[config.mk]
export PLATFORM = sky130hd
export DESIGN_NAME = iir
export DESIGN_NICKNAME = d
export VERILOG_FILES = /design/src/rtl/iir.sv
export SDC_FILE = /design/constraint.sdc
export NUM_CORES = 1
export LEC_CHECK = 0
export CELL_PAD_IN_SITES_DETAIL_PLACEMENT = 1
export CELL_PAD_IN_SITES_GLOBAL_PLACEMENT = 2
export CORE_MARGIN = 3
export CORE_UTILIZATION = 32
export CTS_BUF_LIST = sky130_fd_sc_hd__clkbuf_16
export DETAILED_ROUTE_END_ITERATION = 6
export PLACE_DENSITY_LB_ADDON = 0.1
export SETUP_SLACK_MARGIN = 0.05
export SYNTH_ARGS = -nofsm -noshare
export SYNTH_HDL_FRONTEND = slang
export SYNTH_SLANG_ARGS = --single-unit
[constraint.sdc]
create_clock -name clk -period 2.77 [get_ports clk]
set_clock_uncertainty 0.05 [all_clocks]
set_input_delay 0.554 -clock clk [delete_from_list [all_inputs] [get_ports clk]]
set_output_delay 0.554 -clock clk [all_outputs]
set_load 0.01 [all_outputs]
[src/rtl/iir.sv]
`default_nettype none
// ============================================================================
// Module      : iir
// Description : Second-order recursive filter with fixed coefficients
//               a1 = +1/2, a2 = -1/4:
//                   y[n] = sat(round(x[n] + y[n-1]/2 - y[n-2]/4))
//               Samples are signed Q1.10. The input is registered first,
//               then the new output is formed combinationally from the
//               registered input and the two output history registers.
//               Total latency from input to output is two rising edges.
// Ports       : clk - system clock, rising-edge active
//               rst - asynchronous active-high reset, clears all history
//               x   - input sample, signed Q1.10
//               z   - filtered sample, signed Q1.10, straight from a register
// Revision    : 1.0 - initial release
// ============================================================================
module iir (
    input  logic        clk,
    input  logic        rst,
    input  logic [10:0] x,
    output logic [10:0] z
);

    localparam logic signed [13:0] C_MAX   = 14'sd1023;
    localparam logic signed [13:0] C_MIN   = -14'sd1024;
    localparam logic signed [13:0] C_ROUND = 14'sd2;

    logic signed [10:0] r_x;
    logic signed [10:0] r_y1;
    logic signed [10:0] r_y2;

    logic signed [13:0] w_x_ext;
    logic signed [13:0] w_y1_ext;
    logic signed [13:0] w_y2_ext;
    logic signed [13:0] w_acc;
    logic signed [13:0] w_rnd;
    logic signed [10:0] w_sat;

    // Sign-extend everything to the accumulator width before adding.
    assign w_x_ext  = {{3{r_x[10]}},  r_x};
    assign w_y1_ext = {{3{r_y1[10]}}, r_y1};
    assign w_y2_ext = {{3{r_y2[10]}}, r_y2};

    // Accumulator in units of 2^-12: 4*x + 2*y1 - y2. Its magnitude stays
    // below 7168, so 14 signed bits cannot overflow for any input.
    assign w_acc = (w_x_ext <<< 2) + (w_y1_ext <<< 1) - w_y2_ext;

    // Add half an LSB then floor: rounds ties toward +infinity.
    assign w_rnd = (w_acc + C_ROUND) >>> 2;

    always_comb begin
        w_sat = w_rnd[10:0];
        if (w_rnd > C_MAX) begin
            w_sat = 11'sh3FF;
        end else if (w_rnd < C_MIN) begin
            w_sat = 11'sh400;
        end
    end

    always_ff @(posedge clk or posedge rst) begin
        if (rst) begin
            r_x  <= '0;
            r_y1 <= '0;
            r_y2 <= '0;
        end else begin
            r_x  <= x;
            r_y1 <= w_sat;
            r_y2 <= r_y1;
        end
    end

    assign z = r_y1;

endmodule
`default_nettype wire

==> qor.yml <==
ys_types: 40
layout.area.seq_um2: 826
fin_cells: 330
synthCells: 179
synth_nets: 216
tightest_slew_ns: 0.432
startpoint_type: "flip-flop"
rows: 27
ant_nets: 0
critPathMaxStageDelay_ns: 0.46
fin_crit_sh_pct: 104
slowest_stage: "fa_2"
postLayoutCellArea_um2: 3070
ios: 24
status: "complete, but fails checks"
yosysTopAreaCellShare_pct: 43.0
grt_start_max_net_pins: 34
firstDrtPassIters: 4
synth_top_area_cell: "dfrtp_1"
hold_class: "flip-flop to flip-flop"
core_area_um2: 5640
nets: 294
grtUsageTotal_pct: 14.8
clockBufferDepth: 2
vias_per_cell: 4.70
die_w_um: 83.5
cap_violations: 0
clk_pin_slew_ns: 0.06
grt_pass1_vias: 1768
endpoint_kind: "flip-flop"
syn-cell-area_um2: 1920
rsz0062_at_grt: "true"
critical_path_arrival_ns: 2.97
finalHoldViolCount: 0
dp_hpwl_um: 3350
multi_input_area_um2: 1160
path_class: "flip-flop to flip-flop"
crit_family: "adder cells"
portBuffers: 23
gr-total-overflow: 0
rrSetupSlack_ns: -0.1
fin_setup_tns_ns: -0.631
cts_hold_repair.buffers: 0
gp_congestion: 0.824
clock_latency_ns: 0.27
clock_sinks: 33
drcViolationCount: 0
post-place-cells: 301
crit_chain: "inv_2 > fa_2 > buf_4 > fa_2 > nand2b_4 > a211oi_4 > buf_4 > nor2_2 > a311o_1 > maj3_2"
drt_first_iter_violations: 82
n_antenna_cell: 0
violations: "setup timing"
path_buf_inv: 3
slew_violations: 0
initial_core_util_pct: 34.1
fmax_mhz: 349
area_growth_pct: 59.6
ys_seq_elements: 33
layout-drive-gt1-share_pct: 40.7
synth_seq_area_share_pct: 43.0
setup_viol: 10
nFillCells: 593
antenna_found_initial: 0
num_vias: 1550
synth_area_leaders: "dfrtp_1 (43%), fa_1 (13%), inv_1 (8.0%), ha_1 (7.8%), a21oi_1 (3.9%)"
cp_data_required_time_ns: 2.88
crit_fanout: 3
cts_root_buf: "clkbuf_16"
syn_area_per_cell_um2: 10.7
finalWorstSetupSlack_ns: -0.0971
dpl_cell_area_um2: 2480
htreeDepth: 2
utilization_pct: 54.4
cts_tree: "done"
die_y_um: 83.5
wirelength_um: 5080
dieArea_um2: 6970
wl_per_cell_um: 15.4
grt_pass1_wl_um: 8180
maxSlewHeadroom_pct: 71.2
period_minus_slack_ns: 2.87
yosys_warnings: 0
numCtsBuffers: 5
per-stage QoR:
| step | setup slack [ns] | hold WS (ns) |
|---|---|---|
| 3_5_place_dp | -0.244 | 0.340 |
| 4_1_cts | -0.0903 | 0.352 |
| 5_1_grt | -0.204 | 0.368 |
| 3_3_place_gp | -0.191 | 0.336 |
| 6_report | -0.0971 | 0.347 |
| 2_1_floorplan | 0.0375 | 0.385 |
cell usage after synthesis:
library cell  instances
nor3_1                3
mux2i_1               3
a21o_1                3
o2111a_1              1
xnor2_1               4
nor4_1                1
a21oi_1              15
or2_2                 1
ha_1                 12
nor3_4                1
and4bb_2              1
nand2_1               7
a21boi_0              1
a211oi_1              1
dfrtp_1              33
o21ai_0               5
a2111o_1              1
xor2_1                4
o211a_1               1
a311o_1               1
o2111ai_1             2
fa_1                 12
o31ai_1               1
mux2_2                1
nand3b_1              1
nor2_2                1
and3_1                1
inv_1                41
o211ai_1              1
o21a_1                1
nand4_1               1
and2_1                1
and3_2                1
buf_2                 1
nand2b_1              1
nand3_2               1
o31a_1                1
nor2_1                7
buf_6                 1
maj3_1                3
state kept, by name (all words and copies together), names as in the netlist:
| register | count |
|---|---|
| z | 11 |
| r_x | 11 |
| r_y2 | 11 |
what timing repair did:
action	in CTS	in global routing
pin swaps	15	16
endpoints found under the setup margin	10	11
resized for setup	33	17
buffers inserted	12	9
cells by family (layout without fill, tap and decap cells):
| kind of cell | after synthesis | after routing | share of synthesized area (%) |
|---|---|---|---|
| compound gates | 35 | 35 | 11.9 |
| xor+xnor | 8 | 8 | 3.65 |
| fa+ha+maj | 27 | 27 | 21.9 |
| buf+inv | 43 | 122 | 8.85 |
| flops | 33 | 33 | 43.0 |
| mux | 4 | 4 | 2.15 |
| simple gates | 29 | 29 | 8.60 |
cell type report:
cell class	count	area share [%]
multi-input combinational	103	37.9
clock inverter	3	2.12
inverter	41	5.02
tap	72	2.94
timing repair buffer	73	21.1
clock buffer	5	4.08
sequential	33	26.9
cell usage in the layout (no fill, tap or decap), drive strengths merged, types with 2 or more instances in the layout:
| cell type | Yosys | layout |
|---|---|---|
| nor3 | 4 | 4 |
| fa | 12 | 12 |
| xor2 | 4 | 4 |
| a21oi | 15 | 15 |
| inv | 41 | 41 |
| and3 | 2 | 2 |
| xnor2 | 4 | 4 |
| dfrtp | 33 | 33 |
| clkbuf | 0 | 5 |
| o2111ai | 2 | 2 |
| ha | 12 | 12 |
| mux2i | 3 | 3 |
| nor2 | 8 | 8 |
| a21o | 3 | 3 |
| clkdlybuf4s50 | 0 | 23 |
| o21ai | 5 | 5 |
| buf | 2 | 50 |
| bufinv | 0 | 2 |
| maj3 | 3 | 3 |
| nand2 | 7 | 7 |
metal layers:
metal  part of all wire, %  GRT usage [%]  up-vias
li1                      -              -      738
met1                    41           16.9      779
met2                    54           27.3       23
met3                   2.9           3.46       10
met4                   2.0           4.68        0
met5                     0              0        -
path summary, 6_finish.rpt:
| path | start | endpoint | cells past startpoint |
|---|---|---|---|
| setup / recovery | z[1] | z[9] | 10 |
| setup reg to reg | z[1] | z[9] | 10 |
| min in group asynchronous | rst | r_x[8] | 3 |
| hold reg to reg | z[3] | r_y2[3] | 0 |
| max in group asynchronous | rst | z[9] | 3 |
| hold / removal | z[3] | r_y2[3] | 0 |
Power is not shown: default switching activity piles up to over one toggle a cycle in this logic, so the estimate is an artifact.
